==> src/rtl/enc8to3_pkg.sv <==
// Shared constants, state encoding and helpers for the queued 8-to-3 priority encoder.
package enc8to3_pkg;

    localparam int N_REQ = 8;
    localparam int IDX_W = 3;
    localparam int CNT_W = 4;

    typedef enum logic {
        IDLE = 1'b0,
        HOLD = 1'b1
    } state_t;

    function automatic logic [CNT_W-1:0] popcount8(input logic [N_REQ-1:0] v);
        logic [CNT_W-1:0] n;
        n = '0;
        for (int i = 0; i < N_REQ; i++)
            n = n + CNT_W'(v[i]);
        return n;
    endfunction

endpackage

==> src/rtl/prio_pick8.sv <==
// Combinational priority pick over an 8-bit candidate set; direction set by LSB_FIRST.
module prio_pick8
    import enc8to3_pkg::*;
#(
    parameter bit LSB_FIRST = 1'b0
) (
    input  logic [N_REQ-1:0] cand,
    output logic             any,
    output logic [IDX_W-1:0] idx,
    output logic [N_REQ-1:0] onehot
);

    always_comb begin
        any = |cand;
        idx = '0;
        // Scan from lowest to highest priority so the last hit is the winner.
        if (LSB_FIRST) begin
            for (int i = N_REQ - 1; i >= 0; i--)
                if (cand[i]) idx = i[IDX_W-1:0];
        end else begin
            for (int i = 0; i < N_REQ; i++)
                if (cand[i]) idx = i[IDX_W-1:0];
        end
        onehot = any ? (N_REQ'(1) << idx) : '0;
    end

endmodule

==> src/rtl/enc8to3_queue.sv <==
// Sequential 8-to-3 priority encoder: captures request pulses into a pending set and
// presents them one index at a time under a valid/ready handshake.
module enc8to3_queue
    import enc8to3_pkg::*;
#(
    parameter bit LSB_FIRST = 1'b0
) (
    input  logic             clk,
    input  logic             rst_n,
    input  logic [N_REQ-1:0] req,
    output logic             valid,
    output logic [IDX_W-1:0] idx,
    input  logic             ready,
    output logic [CNT_W-1:0] pend_cnt
);

    state_t           state;
    logic [N_REQ-1:0] pending;
    logic [N_REQ-1:0] cand;
    logic [N_REQ-1:0] pick_onehot;
    logic [N_REQ-1:0] pending_after_pick;
    logic [IDX_W-1:0] pick_idx;
    logic             pick_any;
    logic             load;

    assign cand               = pending | req;
    assign load               = (state == IDLE) || ready;
    assign pending_after_pick = cand & ~pick_onehot;

    prio_pick8 #(.LSB_FIRST(LSB_FIRST)) u_pick (
        .cand   (cand),
        .any    (pick_any),
        .idx    (pick_idx),
        .onehot (pick_onehot)
    );

    always_ff @(posedge clk or negedge rst_n) begin
        if (!rst_n) begin
            state    <= IDLE;
            valid    <= 1'b0;
            idx      <= '0;
            pending  <= '0;
            pend_cnt <= '0;
        end else if (load) begin
            if (pick_any) begin
                state    <= HOLD;
                valid    <= 1'b1;
                idx      <= pick_idx;
                pending  <= pending_after_pick;
                pend_cnt <= popcount8(pending_after_pick);
            end else begin
                // idx deliberately keeps its last value when going idle.
                state    <= IDLE;
                valid    <= 1'b0;
                pending  <= '0;
                pend_cnt <= '0;
            end
        end else begin
            // Stalled: a new request on the held index re-queues it as a separate entry.
            pending  <= cand;
            pend_cnt <= popcount8(cand);
        end
    end

endmodule

==> config.mk <==
export PLATFORM = sky130hd
export DESIGN_NAME = enc8to3_queue
export DESIGN_NICKNAME = d
export VERILOG_FILES = /design/src/rtl/enc8to3_pkg.sv /design/src/rtl/prio_pick8.sv /design/src/rtl/enc8to3_queue.sv
export SDC_FILE = /design/constraint.sdc
export NUM_CORES = 1
export LEC_CHECK = 0
export ABC_CLOCK_PERIOD_IN_PS = 6640
export CAP_MARGIN = 20
export CORE_ASPECT_RATIO = 2
export CORE_MARGIN = 3
export CORE_UTILIZATION = 35
export DETAILED_ROUTE_END_ITERATION = 10
export GPL_ROUTABILITY_DRIVEN = 0
export PLACE_DENSITY = 0.61
export REMOVE_ABC_BUFFERS = 1
export SETUP_SLACK_MARGIN = 0.4
export SYNTH_ARGS = -nofsm -noshare
export SYNTH_HDL_FRONTEND = slang
export SYNTH_SLANG_ARGS = --single-unit
==> constraint.sdc <==
create_clock -name clk -period 6.64 [get_ports clk]
set_input_delay 0.664 -clock clk [delete_from_list [all_inputs] [get_ports clk]]
set_output_delay 0.664 -clock clk [all_outputs]
set_load 0.005 [all_outputs]
Yosys cells after proc, flatten, opt, wreduce, memory -nomap -nowiden
Cells that the tools add are included.
Widths: inputs -> output; s select.

word-level totals
  input bits = 11
  ROM bits = 0
  output and inout port bits = 8
  register bits after elaboration = 16
  bits in latches = 0
  RAM bits = 0
  logic and storage cells = 39
  memories = 0

operators by class
  shifts and indexed selects = 1
  divide/modulo/power cells = 0
  bitwise logic cells = 4
  $lt $le $gt $ge = 0
  mux-type cells = 13
  reduce and logical (&&, ||, !) cells = 3
  add/sub/neg operators = 14
  equal/unequal tests = 0
  $mul = 0

operator list
  operator             number
  $add 4x1->4          8
  $mux 8               3
  $mux 3               4
  $add 3x1->4          2
  $and 8x8->8          1
  $mux 4               2
  $not 8->8            1
  $or 8x8->8           1
  $reduce_or 8->1      1
  $shl 1x3->8 const A  1
  $add 2x1->3          2
  $add 1x1->2          2
  $mux 2               2
  $mux 1               2
  $reduce_and 2->1     1
  $logic_or 1x1->1     1
  $not 1->1            1

Longest topological paths before layout
Gate-level depths: netlist (run 1).

  depth after elaboration = 21
  depth in mapped cells = 14
  gate-level depth less buffers = 14

Hierarchy
A second synthesis (run 1) with hierarchy kept.

second synthesis, totals
  cell total of the unflattened synthesis = 117
  area total of the unflattened synthesis = 1174.9 sq um

by module, submodules not included
  module         area an instance (sq um)  cells each  sequential area each (sq um)  times used
  enc8to3_queue  1049.8                    97          400.4                         1
  prio_pick8     125.1                     20          0.0                           1

Worst setup path after synthesis (run 1)
OpenSTA, ideal clock, no wires.

  kind = input port to flip-flop
  from = input req[7]
  to = register pend_cnt[2]
  data arrival time = 3.820 ns
  path slack = 2.690 ns
  required time = 6.510 ns
  library setup time = 0.130 ns
  path buffers = 0
  cell stages on the path = 14
  cells stage by stage = nor4_4 -> nand3_1 -> nor2_1 -> a21oi_1 -> fa_1 -> fa_1 -> inv_1 -> fa_1 -> inv_1 -> ha_1 -> inv_1 -> fa_1 -> xor2_1 -> o22ai_1

on the way
  longest elaborated chain between the ends = 15
  elaborated cells on any way between the ends = 17
  classes of those cells = add/sub: 8; shift: 1; mux: 4; bitwise: 3; reduce/logical: 1

RTL lines
  what                       line                 source
  from (decl)                enc8to3_queue.sv:10  input logic [N_REQ-1:0] req,
  $or 8x8->8 *               enc8to3_queue.sv:26  assign cand = pending | req;
  $mux 3                     prio_pick8.sv:22     if (cand[i]) idx = i[IDX_W-1:0];
  $shl 1x3->8                prio_pick8.sv:24     onehot = any ? (N_REQ'(1) << idx) : '0;
  $mux 8                     prio_pick8.sv:24
  $not 8->8                  enc8to3_queue.sv:28  assign pending_after_pick = cand & ~pick_onehot;
  $and 8x8->8                enc8to3_queue.sv:28
  $add 1x1->2                enc8to3_pkg.sv:17    n = n + CNT_W'(v[i]);
  $add 2x1->3                enc8to3_pkg.sv:17
  $add 3x1->4                enc8to3_pkg.sv:17
  $add 4x1->4 (4 in series)  enc8to3_pkg.sv:17
  $mux 4                     enc8to3_queue.sv:45  if (pick_any) begin
  $mux 4 *                   enc8to3_queue.sv:44  end else if (load) begin
  to (signal assigned)       enc8to3_queue.sv:50  pend_cnt <= popcount8(pending_after_pick);
  to (signal assigned)       enc8to3_queue.sv:61  pend_cnt <= popcount8(cand);
  to (decl)                  enc8to3_queue.sv:14  output logic [CNT_W-1:0] pend_cnt

Every way passes the cells marked *; elsewhere a longest branch is shown, timed or not.
A chain may end at the register's enable or synchronous reset.

Worst setup path in the final report (run 1)
Same ends and word-level chain as after synthesis.

==> impl_metrics.json, run 1 <==
{
  "drt_iter0_markers": 22,
  "rows": 27,
  "dp_slack_ns": 1.88,
  "yosysTopAreaCell": "dfrtp_1",
  "tightest_slew_ns": 0.713,
  "final_area_sq_um": 1310,
  "period_needed_ns": 4.47,
  "setup_tns_ns": 0,
  "finalSetupViolCount": 0,
  "avgRoutedWirePerCell_microns": 15.3,
  "syn-instance-count": 104,
  "cts_buffer_depth": 2,
  "worstSkewPairLatency_ns": 0.26,
  "synth_flop_cell": "dfrtp_1",
  "finalPower_mw": 0.252,
  "yosys-top-cells-area": "dfrtp_1 38%, fa_1 15%, ha_1 7.2%",
  "hold_buffers": 0,
  "io_pins": 19,
  "grt_pass1_vias": 912,
  "floorplan.initialDensity": 0.372,
  "grt_start_max_net_pins": 17,
  "slew_viol_final": 0,
  "antenna_cells": 0,
  "ys_seq_area_frac": 0.384,
  "fin_util": 0.469,
  "cts-root-buf": "clkbuf_8",
  "crit_slowest_cell": "fa_1",
  "drcViolationCount": 0,
  "first_pass_iters": 4,
  "peakVddDrop_mv": 0.0963,
  "async_reset_ff_frac": 1.00,
  "die_h_microns": 83.2,
  "syn_area_sq_um": 1040,
  "core_area_sq_um": 2800,
  "ys_ff_latch": 16,
  "dp_cells": 151,
  "synth.distinct_cells": 27,
  "grt_pass1_wl_mm": 4.01,
  "hold_viol": 0,
  "path_max_fanout": 8,
  "hp-class": "reg2reg",
  "cts_buffers": 3,
  "rsz0062_at_grt": "false",
  "viasPerCell": 5.25,
  "io_buffers": 18,
  "dp_hpwl_mm": 1.91,
  "cts-htree-levels": 1,
  "yosys-top-cells-count": "20 x nor2_1, 16 x dfrtp_1, 16 x inv_1, 8 x fa_1",
  "cts_setup_buffers": 0,
  "fin_nets": 152,
  "max_slew_margin": 0.523,
  "synth.most_common_cell": "nor2_1",
  "finalCritPeriodShare": 0.673,
  "startpoint_type": "primary input",
  "antenna_found_initial": 0,
  "cpMostUsedCell": "fa_1",
  "fin_cells": 155,
  "setup_slack_ns": 2.17,
  "fmax_mhz": 224,
  "path_clk_slew_ns": 0.06,
  "drtAntennaViolNets": 0,
  "die_area_sq_um": 3710,
  "routed_wl_mm": 2.37,
  "synth_top_area_share": 0.384,
  "arrival_ns": 4.60,
  "placed_area_sq_um": 1260,
  "dr_total_vias": 813,
  "synth_edf_count": 0,
  "drive_gt1_frac": 0.0794,
  "total_leakage_power_nw": 0.493,
  "area_growth_pct": 26.1,
  "max_cap_violations": 0,
  "status": "complete, no violations",
  "track_usage": 0.144,
  "clock_skew_ns": 0.00181,
  "cp_slowest_stage_delay_ns": 0.55,
  "worstPathRequired_ns": 6.77,
  "cp-end-kind": "flop",
  "syn_area_per_cell_sq_um": 10.0,
  "die_x_microns": 44.6,
  "holdWs_ns": 0.512,
  "overflow": 0,
  "cts_resized": 0,
  "worstPathCellList": "clkdlybuf4s50_1, nor4_4, nand3_1, nor2_1, a21oi_1, fa_1, fa_1, inv_1, fa_1, inv_1, ha_1, inv_1, fa_1, xor2_1, o22ai_1",
  "cts_tree": "yes",
  "crit_type": "in2reg",
  "cts.sinks": 16,
  "cellPowerDensity_nw_per_um2": 192,
  "yosysWarnings": 0
}
## final timing paths
kind                                 start           to  slack (ns)  cells past startpoint
worst min-delay path                idx[2]       idx[2]        0.51                      1
min in group asynchronous            rst_n  pend_cnt[2]        0.83                      1
worst min register to register      idx[2]       idx[2]        0.51                      1
max in group asynchronous            rst_n   pending[6]        5.36                      1
worst max-delay path                req[7]  pend_cnt[2]        2.17                     15
worst max register to register  pending[7]  pend_cnt[2]        2.66                     14
## layout make-up
| cell class | instances | area (sq um) |
|---|---|---|
| Fill cell | 275 | 1490 |
| Multi-Input combinational cell | 72 | 582 |
| Sequential cell | 16 | 400 |
| Timing Repair Buffer | 18 | 180 |
| Inverter | 16 | 60.1 |
| Clock buffer | 4 | 55.1 |
| Tap cell | 29 | 36.3 |
## layer usage
| metal | track usage | routed length [microns] | vias to the layer above |
|---|---|---|---|
| li1 | - | - | 391 |
| met1 | 0.153 | 887 | 395 |
| met2 | 0.242 | 1280 | 16 |
| met3 | 0.0217 | 71 | 11 |
| met4 | 0.0989 | 121 | 0 |
| met5 | 0 | 0 | - |
## layout by cell type, fill, tap and decap left out
cell	count
a21oi_1	4
inv_1	16
nand2b_1	1
clkbuf_8	4
nor4_2	2
ha_1	6
o21ai_0	1
nor4_4	1
a21o_1	1
o211ai_1	1
mux2_2	1
a31oi_1	5
nor2b_1	1
conb_1	1
a22o_1	1
nor2_1	20
o31ai_1	1
o22ai_1	2
a32o_1	1
fa_1	8
or2_2	1
clkdlybuf4s50_1	18
a41oi_2	1
nand3_1	2
nand2_1	6
or3_1	1
xor2_1	2
dfrtp_1	16
o311ai_0	1
## kinds of logic after synthesis
| kind of cell | after synthesis | share of synthesized area |
|---|---|---|
| compound gates | 19 | 0.130 |
| mux | 1 | 0.0108 |
| buf+inv | 16 | 0.0576 |
| other cells | 1 | 0.00360 |
| fa+ha+maj | 14 | 0.226 |
| simple gates | 35 | 0.172 |
| xor+xnor | 2 | 0.0168 |
| flops | 16 | 0.384 |
## power by group
group | switching [mW] | total [mW] | leakage [nW] | internal (mW)
combinational | 0.0250 | 0.0553 | 0.302 | 0.0303
sequential | 0.00310 | 0.108 | 0.163 | 0.105
clock | 0.0357 | 0.0884 | 0.0288 | 0.0527
## worst max-delay path: cells and delay by family
family | cells | cell delay (ns)
compound gates | 2 | 0.20
xor+xnor | 1 | 0.14
fa+ha+maj | 5 | 2.08
buf+inv | 4 | 0.64
simple gates | 3 | 0.87
## state kept, by name (all words and copies together) (netlist names)
name,count
idx,3
pend_cnt,4
state,1
pending,8
Note: power is estimated with default switching activity, not from simulation.
==> run 2: changes to the inputs <==
Settings changed: ABC_CLOCK_PERIOD_IN_PS 6640 to 4550.
Clock period 6.64 ns to 4.55 ns, I/O delays scaled along.
==> run 2 against run 1 <==
Routed wire length is 2.6% lower; critical path depth increased by 1; sequential share of layout area down 2.3 points; utilization increased by 3.7 points; non-clock buffer count rose by 10; setup slack got worse by 1.5 ns; final cell count grew 6.5%; clock-buffer cell count unchanged; global-route usage increased by 0.096 points; largest cell class unchanged; largest power group unchanged.
==> impl_metrics.json, run 2 (synthesis results as in run 1) <==
{
  "status": "complete, no violations",
  "rsz0062_at_grt": "false",
  "crit-reg2reg-launch": "pending[6]",
  "max_slew_margin": 0.515,
  "cts_tree": "yes",
  "p_clk_frac": 0.347,
  "slew_viol_final": 0,
  "holdWs_ns": 0.505,
  "cts-root-buf": "clkbuf_8",
  "dp_cells": 156,
  "rows": 27,
  "switching_share": 0.253,
  "crit_slowest_cell": "fa_1",
  "finalSetupViolCount": 0,
  "tightest_slew_ns": 0.726,
  "layout_commonest_cell": "nor2_1",
  "power.share.sequential": 0.428,
  "hold_path_startpoint": "idx[2]",
  "io_buffers": 18,
  "startpoint_type": "primary input",
  "grt_start_max_net_pins": 17,
  "reg2regPathDepth": 15,
  "hp-class": "reg2reg",
  "p_int_mw": 0.276,
  "cts-htree-levels": 1,
  "die_x_microns": 44.6,
  "crit_type": "in2reg",
  "combPwrFrac": 0.224,
  "floorplan.initialDensity": 0.372,
  "drtAntennaViolNets": 0,
  "cp_slowest_stage_delay_ns": 0.54,
  "holdPathStages": 1,
  "grt_pass1_vias": 918,
  "rr_endpoint": "pend_cnt[2]",
  "arrival_ns": 4.03,
  "cpMostUsedCell": "fa_1",
  "worstSkewPairLatency_ns": 0.25,
  "max_cap_violations": 0,
  "final_cell_mix": "18 x nor2_1, 17 x clkdlybuf4s50_1, 16 x inv_1, 16 x dfrtp_1, 10 x buf_4",
  "overflow": 0,
  "core_area_sq_um": 2800,
  "grt_pass1_wl_mm": 4.14,
  "setup_tns_ns": 0,
  "cp-end-kind": "flop",
  "worstPathCellList": "clkdlybuf4s50_1, nor4_4, buf_4, nand2_1, nor2_2, nor2_1, fa_1, fa_1, inv_1, fa_1, inv_1, ha_1, inv_1, fa_1, xor2_1, o22ai_1",
  "finalCritPeriodShare": 0.859,
  "fmax_mhz": 256,
  "period_needed_ns": 3.91,
  "die_area_sq_um": 3710,
  "clock_skew_ns": 0.00361,
  "dp_hpwl_mm": 1.89,
  "routed_wl_mm": 2.30,
  "first_pass_iters": 4,
  "area_growth_pct": 36.1,
  "n_fill_cell": 259,
  "die_h_microns": 83.2,
  "total_leakage_power_nw": 0.564,
  "path_max_fanout": 5,
  "drcViolationCount": 0,
  "peakVddDrop_mv": 0.138,
  "fin_cells": 165,
  "cellPowerDensity_nw_per_um2": 260,
  "worst-r2r-setup-slack_ns": 0.78,
  "viasPerCell": 5.22,
  "avgRoutedWirePerCell_microns": 14.0,
  "cts.sinks": 16,
  "antenna_cells": 0,
  "regMostFlops": "pending",
  "cts_buffer_depth": 2,
  "largest_reg_flops": 8,
  "dr_total_vias": 862,
  "fin_nets": 162,
  "reg_top3": "pending: 8 flops, pend_cnt: 4 flops, idx: 3 flops",
  "path_clk_slew_ns": 0.06,
  "track_usage": 0.145,
  "worstPathRequired_ns": 4.67,
  "finalPower_mw": 0.369,
  "cts_buffers": 3,
  "drt_iter0_markers": 16,
  "io_pins": 19,
  "drive_gt1_frac": 0.169,
  "hold_viol": 0,
  "min_to": "idx[2]",
  "switching_power_mw": 0.0934,
  "antenna_found_initial": 0
}
run 2: cell types whose count changed in the layout (fill, tap and decap cells not counted), sizes merged:
| cell | before | now |
|---|---|---|
| buf | 0 | 10 |
| clkdlybuf4s50 | 18 | 17 |
| dlymetal6s2s | 0 | 1 |
run 2: power by group through the flow:
stage | logic [mW] | clock network [mW] | registers (mW)
floorplan | 0.0381 | 0 | 0.162
CTS | 0.0820 | 0.130 | 0.158
finish | 0.0828 | 0.128 | 0.158
global placement | 0.0817 | 0 | 0.160
detailed placement | 0.0813 | 0 | 0.161
global route | 0.0927 | 0.136 | 0.159
run 2: cell type report:
class                           count  area (sq um)  share of cell area
Multi-Input combinational cell     72           609               0.429
Sequential cell                    16           400               0.282
Timing Repair Buffer               28           258               0.182
Inverter                           16          60.1              0.0423
Clock buffer                        4          55.1              0.0388
Tap cell                           29          36.3              0.0256
run 2: critical path, delay by kind of cell:
family                     cells  cell delay [ns]
xor gates and xnor gates       1             0.15
and+or+nand+nor                4             0.48
adders and majority gates      5             2.04
buffers and inverters          5             0.82
AOI/OAI and AO/OA              1             0.08
run 2: timing repair:
item                                    CTS  global route
setup buffers                             0             5
hold buffers                              0             0
resized for setup                         0             6
endpoints found under the setup margin    0             2
run 2: how the worst max path moves through the flow:
stage	startpoint	endpoint	slack, ns	depth (start not counted)
finish	req[7]	pend_cnt[2]	0.64	16
global route	req[7]	pend_cnt[2]	0.44	16
CTS	req[4]	pend_cnt[2]	0.44	15
detailed placement	req[4]	pend_cnt[2]	0.21	15
global placement	req[4]	pend_cnt[2]	0.26	15
floorplan	req[7]	pend_cnt[2]	0.81	14
run 2: metal layers:
| metal | GRT usage | wire length (microns) | vias up | part of all wire |
|---|---|---|---|---|
| met5 | 0 | 0 | - | 0 |
| met2 | 0.248 | 1310 | 21 | 0.57 |
| met4 | 0.0659 | 56 | 0 | 0.024 |
| met3 | 0.0217 | 85 | 7 | 0.037 |
| met1 | 0.167 | 850 | 424 | 0.37 |
| li1 | - | - | 410 | - |
run 2: stage by stage:
stage               area (sq um)  worst slack, ns   util
global placement            1300            0.258  0.462
finish                      1420            0.644  0.506
CTS                         1350            0.443  0.482
global route                1420            0.437  0.506
detailed placement          1300            0.206  0.462
floorplan                   1040            0.809      -
==> RTL edit 1 (flow settings as in run 2) <==
`LSB_FIRST` is set to 1'b0 in 2 places; all go to 1'b1.
--- a/src/rtl/prio_pick8.sv
+++ b/src/rtl/prio_pick8.sv
@@ -3,5 +3,5 @@
     import enc8to3_pkg::*;
 #(
-    parameter bit LSB_FIRST = 1'b0
+    parameter bit LSB_FIRST = 1'b1
 ) (
     input  logic [N_REQ-1:0] cand,
--- a/src/rtl/enc8to3_queue.sv
+++ b/src/rtl/enc8to3_queue.sv
@@ -4,5 +4,5 @@
     import enc8to3_pkg::*;
 #(
-    parameter bit LSB_FIRST = 1'b0
+    parameter bit LSB_FIRST = 1'b1
 ) (
     input  logic             clk,
Function: changed (a bounded check fails within 4 cycles, from zero or initial values and one cycle with rst_n low).
==> RTL edit 1 against run 2 <==
Area after synthesis rose by 10%. Sequential share of layout area fell by 1.6 points. Wire length rose by 17%. Count of clock-buffer cells in the layout fell by 1. Sequential cell count did not move. Design area rose by 6.2%. Setup slack got worse by 0.054 ns. Hold slack got worse by 0.017 ns. Power fell by 6.3%. Largest power group unchanged.
==> RTL edit 1: results (changes against run 2) <==
| Metric | Value |
|---|---|
| Outcome | completed |
| Internal Power | 0.254 mW (-7.9%) |
| Worst EP arrival | 4.13 ns (+0.10 ns) |
| Top Registers | pending x8, pend_cnt x4, idx x3 |
| Synth cell types | 33 (+22%) |
| Starting DRC count in detailed routing | 10 (-6) |
| CTS root buffer | clkbuf_8 |
| Pin count of the biggest net entering global routing | 17 (unchanged) |
| Yosys warning count | 0 (unchanged) |
| Layout cells sized above 1 | 0.184 (+0.0146) |
| WHS Path Cells | 1 (unchanged) |
| Xor/xnor share of the synthesized area | 0.0153 (-0.00152) |
| Vias per cell | 5.32 (+1.9%) |
| Worst Path Max Fanout | 4 (-1) |
| Compound-Gate Fraction of Synth Area | 0.135 (+0.00572) |
| Total CTS buffers | 3 (unchanged) |
| DRT Pass-1 Iters | 4 (unchanged) |
| CP max stage cell | fa_1 |
| Sequential power | about 0.16 mW |
| GRT Overall Usage | 0.152 (+0.00666) |
| Maximum clock path buffer count | 2 (unchanged) |
| Combinational gate power | 0.0831 mW (about the same) |
| R2R depth | 13 (-2) |
| Vias in the first global route | 993 (+8.2%) |
| Place WS | 0.130 ns (-0.0760 ns) |
| Clk pwr | 0.107 mW (-16%) |
| Reg2reg setup slack | 0.73 ns (-0.05 ns) |
| Top cells by area, synth | dfrtp_1 (35%), fa_1 (14%), ha_1 (7.6%), inv_1 (5.6%), nor2_1 (5.2%) |
| # nets final | 175 (+8.0%) |
| Hold Path End | idx[0]$_DFFE_PN0P_ |
| Hold slack | 0.488 ns (-0.0174 ns) |
| Leakage power total | 0.660 nW (+17%) |
| Post-DP HPWL | 2.19 mm (+16%) |
| Post-synthesis mux area share | 0.00983 (-0.000979) |
| Commonest cells post-synth | inv_1 (17), dfrtp_1 (16), nor2_1 (16) |
| Fraction of registers with async set/reset | 1.00 (unchanged) |
| Max_slew headroom | 0.531 (+0.0166) |
| Critical Path Sink | pend_cnt[1]$_DFF_PN0_ |
| First-pass GRT wire length | 4.35 mm (+5.1%) |
| Final core occ | 0.494 (-0.0118) |
| Clock Skew | 0.00164 ns (-0.00198 ns) |
| Main synth FF type | dfrtp_1 |
| Worst Setup SP | req[3] |
| Adder-cell share of the synthesized area | 0.216 (-0.00953) |
| Skew-Pair Late Insertion Delay | 0.25 ns (about the same) |
| Routed len/inst | 15.2 µm (+9.0%) |
| Highest clock rate | 0.253 GHz (-1.4%) |
| Worst-path clk slew | 0.06 ns (about the same) |
| Register area share after synthesis | 0.349 (-0.0348) |
| HP Start | idx[0]$_DFFE_PN0P_ |
| Fillers | 277 (+6.9%) |
| Worst-case vdd ir drop | 0.114 mV (-17%) |
==> RTL edit 1: routing by layer <==
layer  vias to the layer above  global-route usage  wire length [µm]
met5                         -                   0                 0
li1                        454                   -                 -
met4                         0              0.0881               110
met3                         9              0.0248                54
met2                        17               0.268              1560
met1                       462               0.156               966
==> RTL edit 1: area by class of cell <==
class	count	area, µm²	area share
flip-flops and latches	16	400	0.266
multi-input cells	83	701	0.465
well taps	30	37.5	0.0249
clock buffers	3	41.3	0.0274
inverters	17	63.8	0.0424
repair buffers	28	263	0.174
==> RTL edit 1: metrics by stage <==
stage,instance area (µm²),instances
floorplan,1130,116
global placement,1410,172
detailed placement,1410,172
CTS,1460,175
global route,1510,177
finish,1510,177
==> RTL edit 1: timing repair <==
item                                    4_1_cts  5_1_grt
buffers inserted                              0        2
endpoints found under the setup margin        2        2
pin swaps                                     0        7
resized for setup                             1        9
==> RTL edit 2 (config.mk and constraints of run 2) <==
Made on the original files. Make the reset (`rst_n`) synchronous in one clocked block.
--- a/src/rtl/enc8to3_queue.sv
+++ b/src/rtl/enc8to3_queue.sv
@@ -35,5 +35,5 @@
     );
 
-    always_ff @(posedge clk or negedge rst_n) begin
+    always_ff @(posedge clk) begin
         if (!rst_n) begin
             state    <= IDLE;
Function: differs if rst_n is asserted again (counterexample within 4 cycles, from zero or initial values and one cycle with rst_n low); with rst_n held inactive, the same outputs for 4 cycles.
==> RTL edit 2 against run 2 <==
Sequential cell count is the same. Global-route usage increased by 0.75 points. Setup slack worse by 0.063 ns. Clock skew shrank 0.0021 ns. Wire length is 17% higher. First-iteration DRC count rose by 50%. Design area increased by 0.53%. Area after synthesis up 1.8%.
Power is not compared: it rests on default switching activity, and its combinational part moved more than twofold at a synthesized area within 25%.
==> RTL edit 2: results (changes against run 2) <==
| Metric | Value |
|---|---|
| Starting DRC count in detailed routing | 24 (+8) |
| Synth cell types | 37 (+37%) |
| R2R depth | 13 (-2) |
| Vias per cell | 5.52 (+5.7%) |
| Post-DP HPWL | 2.10 mm (+11%) |
| Worst Setup SP | req[0] |
| Critical Path Max Stage Delay | between 0.5 and 0.6 ns |
| Outcome | completed |
| Clock Skew | 0.00147 ns (-0.00214 ns) |
| Worst R2R Start | pending[6]$_SDFF_PN0_ |
| GRT Overall Usage | 0.152 (+0.00745) |
| Max H-tree Level | 1 (unchanged) |
| Commonest cells post-synth | dfxtp_1 (16), inv_1 (13), nor2_1 (11) |
| Number of diodes | 0 (unchanged) |
| Reg2reg setup slack | 0.78 ns (about the same) |
| Sequential power | approximately 0.17 mW |
| WL final | 2.70 mm (+17%) |
| Vias in the first global route | 935 (+1.9%) |
| Worst-case vdd ir drop | around 0.18 mV |
| Leakage power total | 0.603 nW |
| Layout cells sized above 1 | 0.204 (+0.0351) |
| Worst EP arrival | 4.10 ns (+0.07 ns) |
| Register area share after synthesis | 0.302 (-0.0823) |
| Non-Filler Instances | 171 (+3.6%) |
| Final count of hold timing violations | 0 (unchanged) |
| Mapped Cells | 116 (+12%) |
| Worst-path clk slew | 0.06 ns (about the same) |
| IO Port Bufs | 18 (unchanged) |
| Fillers | 293 (+13%) |
| Top Registers | pending x8, pend_cnt x4, idx x3 |
| CP max stage cell | fa_1 |
| Fraction of registers with async set/reset | 0 (-1.00) |
| Critical Path Sink | pend_cnt[2]$_SDFF_PN0_ |
| First-pass GRT wire length | 4.26 mm (+3.0%) |
| Tightest Pin Transition | 0.574 ns (-0.152 ns) |
| Top cells by area, synth | dfxtp_1 (30%), fa_1 (15%), ha_1 (7.1%), inv_1 (4.6%), nor2_1 (3.9%) |
| DRT Pass-1 Iters | 5 (+1) |
## RTL edit 2: cell count changes after synthesis, sizes merged, moves of 2 or more
cell           run 2  this run
and3               0         3
o21ai              1         5
nand2              6         8
o21a               0         2
inv               16        13
a21oi              4         6
a21boi             0         2
dfrtp             16         0
or2                1         4
nor2              20        12
dfxtp              0        16
or4                0         2
clkbuf             0         3
## RTL edit 2: logic make-up (layout without fill, tap and decap cells)
kind of cell	after synthesis	after routing	share of synthesized area
AND/OR/NAND/NOR	39	39	0.219
AO/OA/AOI/OAI	27	27	0.172
flip-flops	16	16	0.302
buffers and inverters	16	42	0.0566
adder cells (fa/ha/maj)	14	14	0.222
XOR/XNOR	3	3	0.0248
other	1	1	0.00353
## RTL edit 2: routing by layer
metal / routed length, µm / up-vias / global-route usage
met5: 0 / - / 0
met1: 993 / 463 / 0.152
met2: 1580 / 23 / 0.283
li1: - / 451 / -
met4: 73 / 0 / 0.0720
met3: 52 / 7 / 0.0194
## RTL edit 2: layout make-up
class                      count  area [µm²]  share of cell area
clock buffer                   4        55.1              0.0386
inverter                      13        48.8              0.0342
multi-input combinational     84         726               0.509
sequential                    16         320               0.225
tap                           29        36.3              0.0254
timing repair buffer          25         240               0.168
## RTL edit 2: what timing repair did
action	in CTS	in global routing
endpoints found under the setup margin	2	2
buffers inserted	0	2
hold buffers	0	0
gates resized for setup	2	10
endpoints found under the hold margin	0	0
pin swaps	0	5
## RTL edit 2: worst min-delay path by stage
stage / start / end / slack, ns / cells after the start
after floorplan: idx[1]$_SDFFE_PN0P_ / idx[1]$_SDFFE_PN0P_ / 0.45 / 2
after global placement: idx[1]$_SDFFE_PN0P_ / idx[1]$_SDFFE_PN0P_ / 0.46 / 2
after detailed placement: idx[1]$_SDFFE_PN0P_ / idx[1]$_SDFFE_PN0P_ / 0.47 / 2
after CTS: idx[1]$_SDFFE_PN0P_ / idx[1]$_SDFFE_PN0P_ / 0.48 / 2
after global routing: idx[1]$_SDFFE_PN0P_ / idx[1]$_SDFFE_PN0P_ / 0.51 / 2
final: idx[1]$_SDFFE_PN0P_ / idx[1]$_SDFFE_PN0P_ / 0.47 / 2
## RTL edit 2: metrics by stage
step | setup slack [ns] | hold slack (ns) | power (mW) | cell area (µm²)
2_1_floorplan | 0.711 | 0.452 | 0.293 | 1050
3_3_place_gp | 0.176 | 0.462 | 0.365 | 1300
3_5_place_dp | 0.0470 | 0.470 | 0.375 | 1300
4_1_cts | 0.405 | 0.480 | 0.506 | 1370
5_1_grt | 0.409 | 0.512 | 0.549 | 1430
6_report | 0.581 | 0.470 | 0.506 | 1430
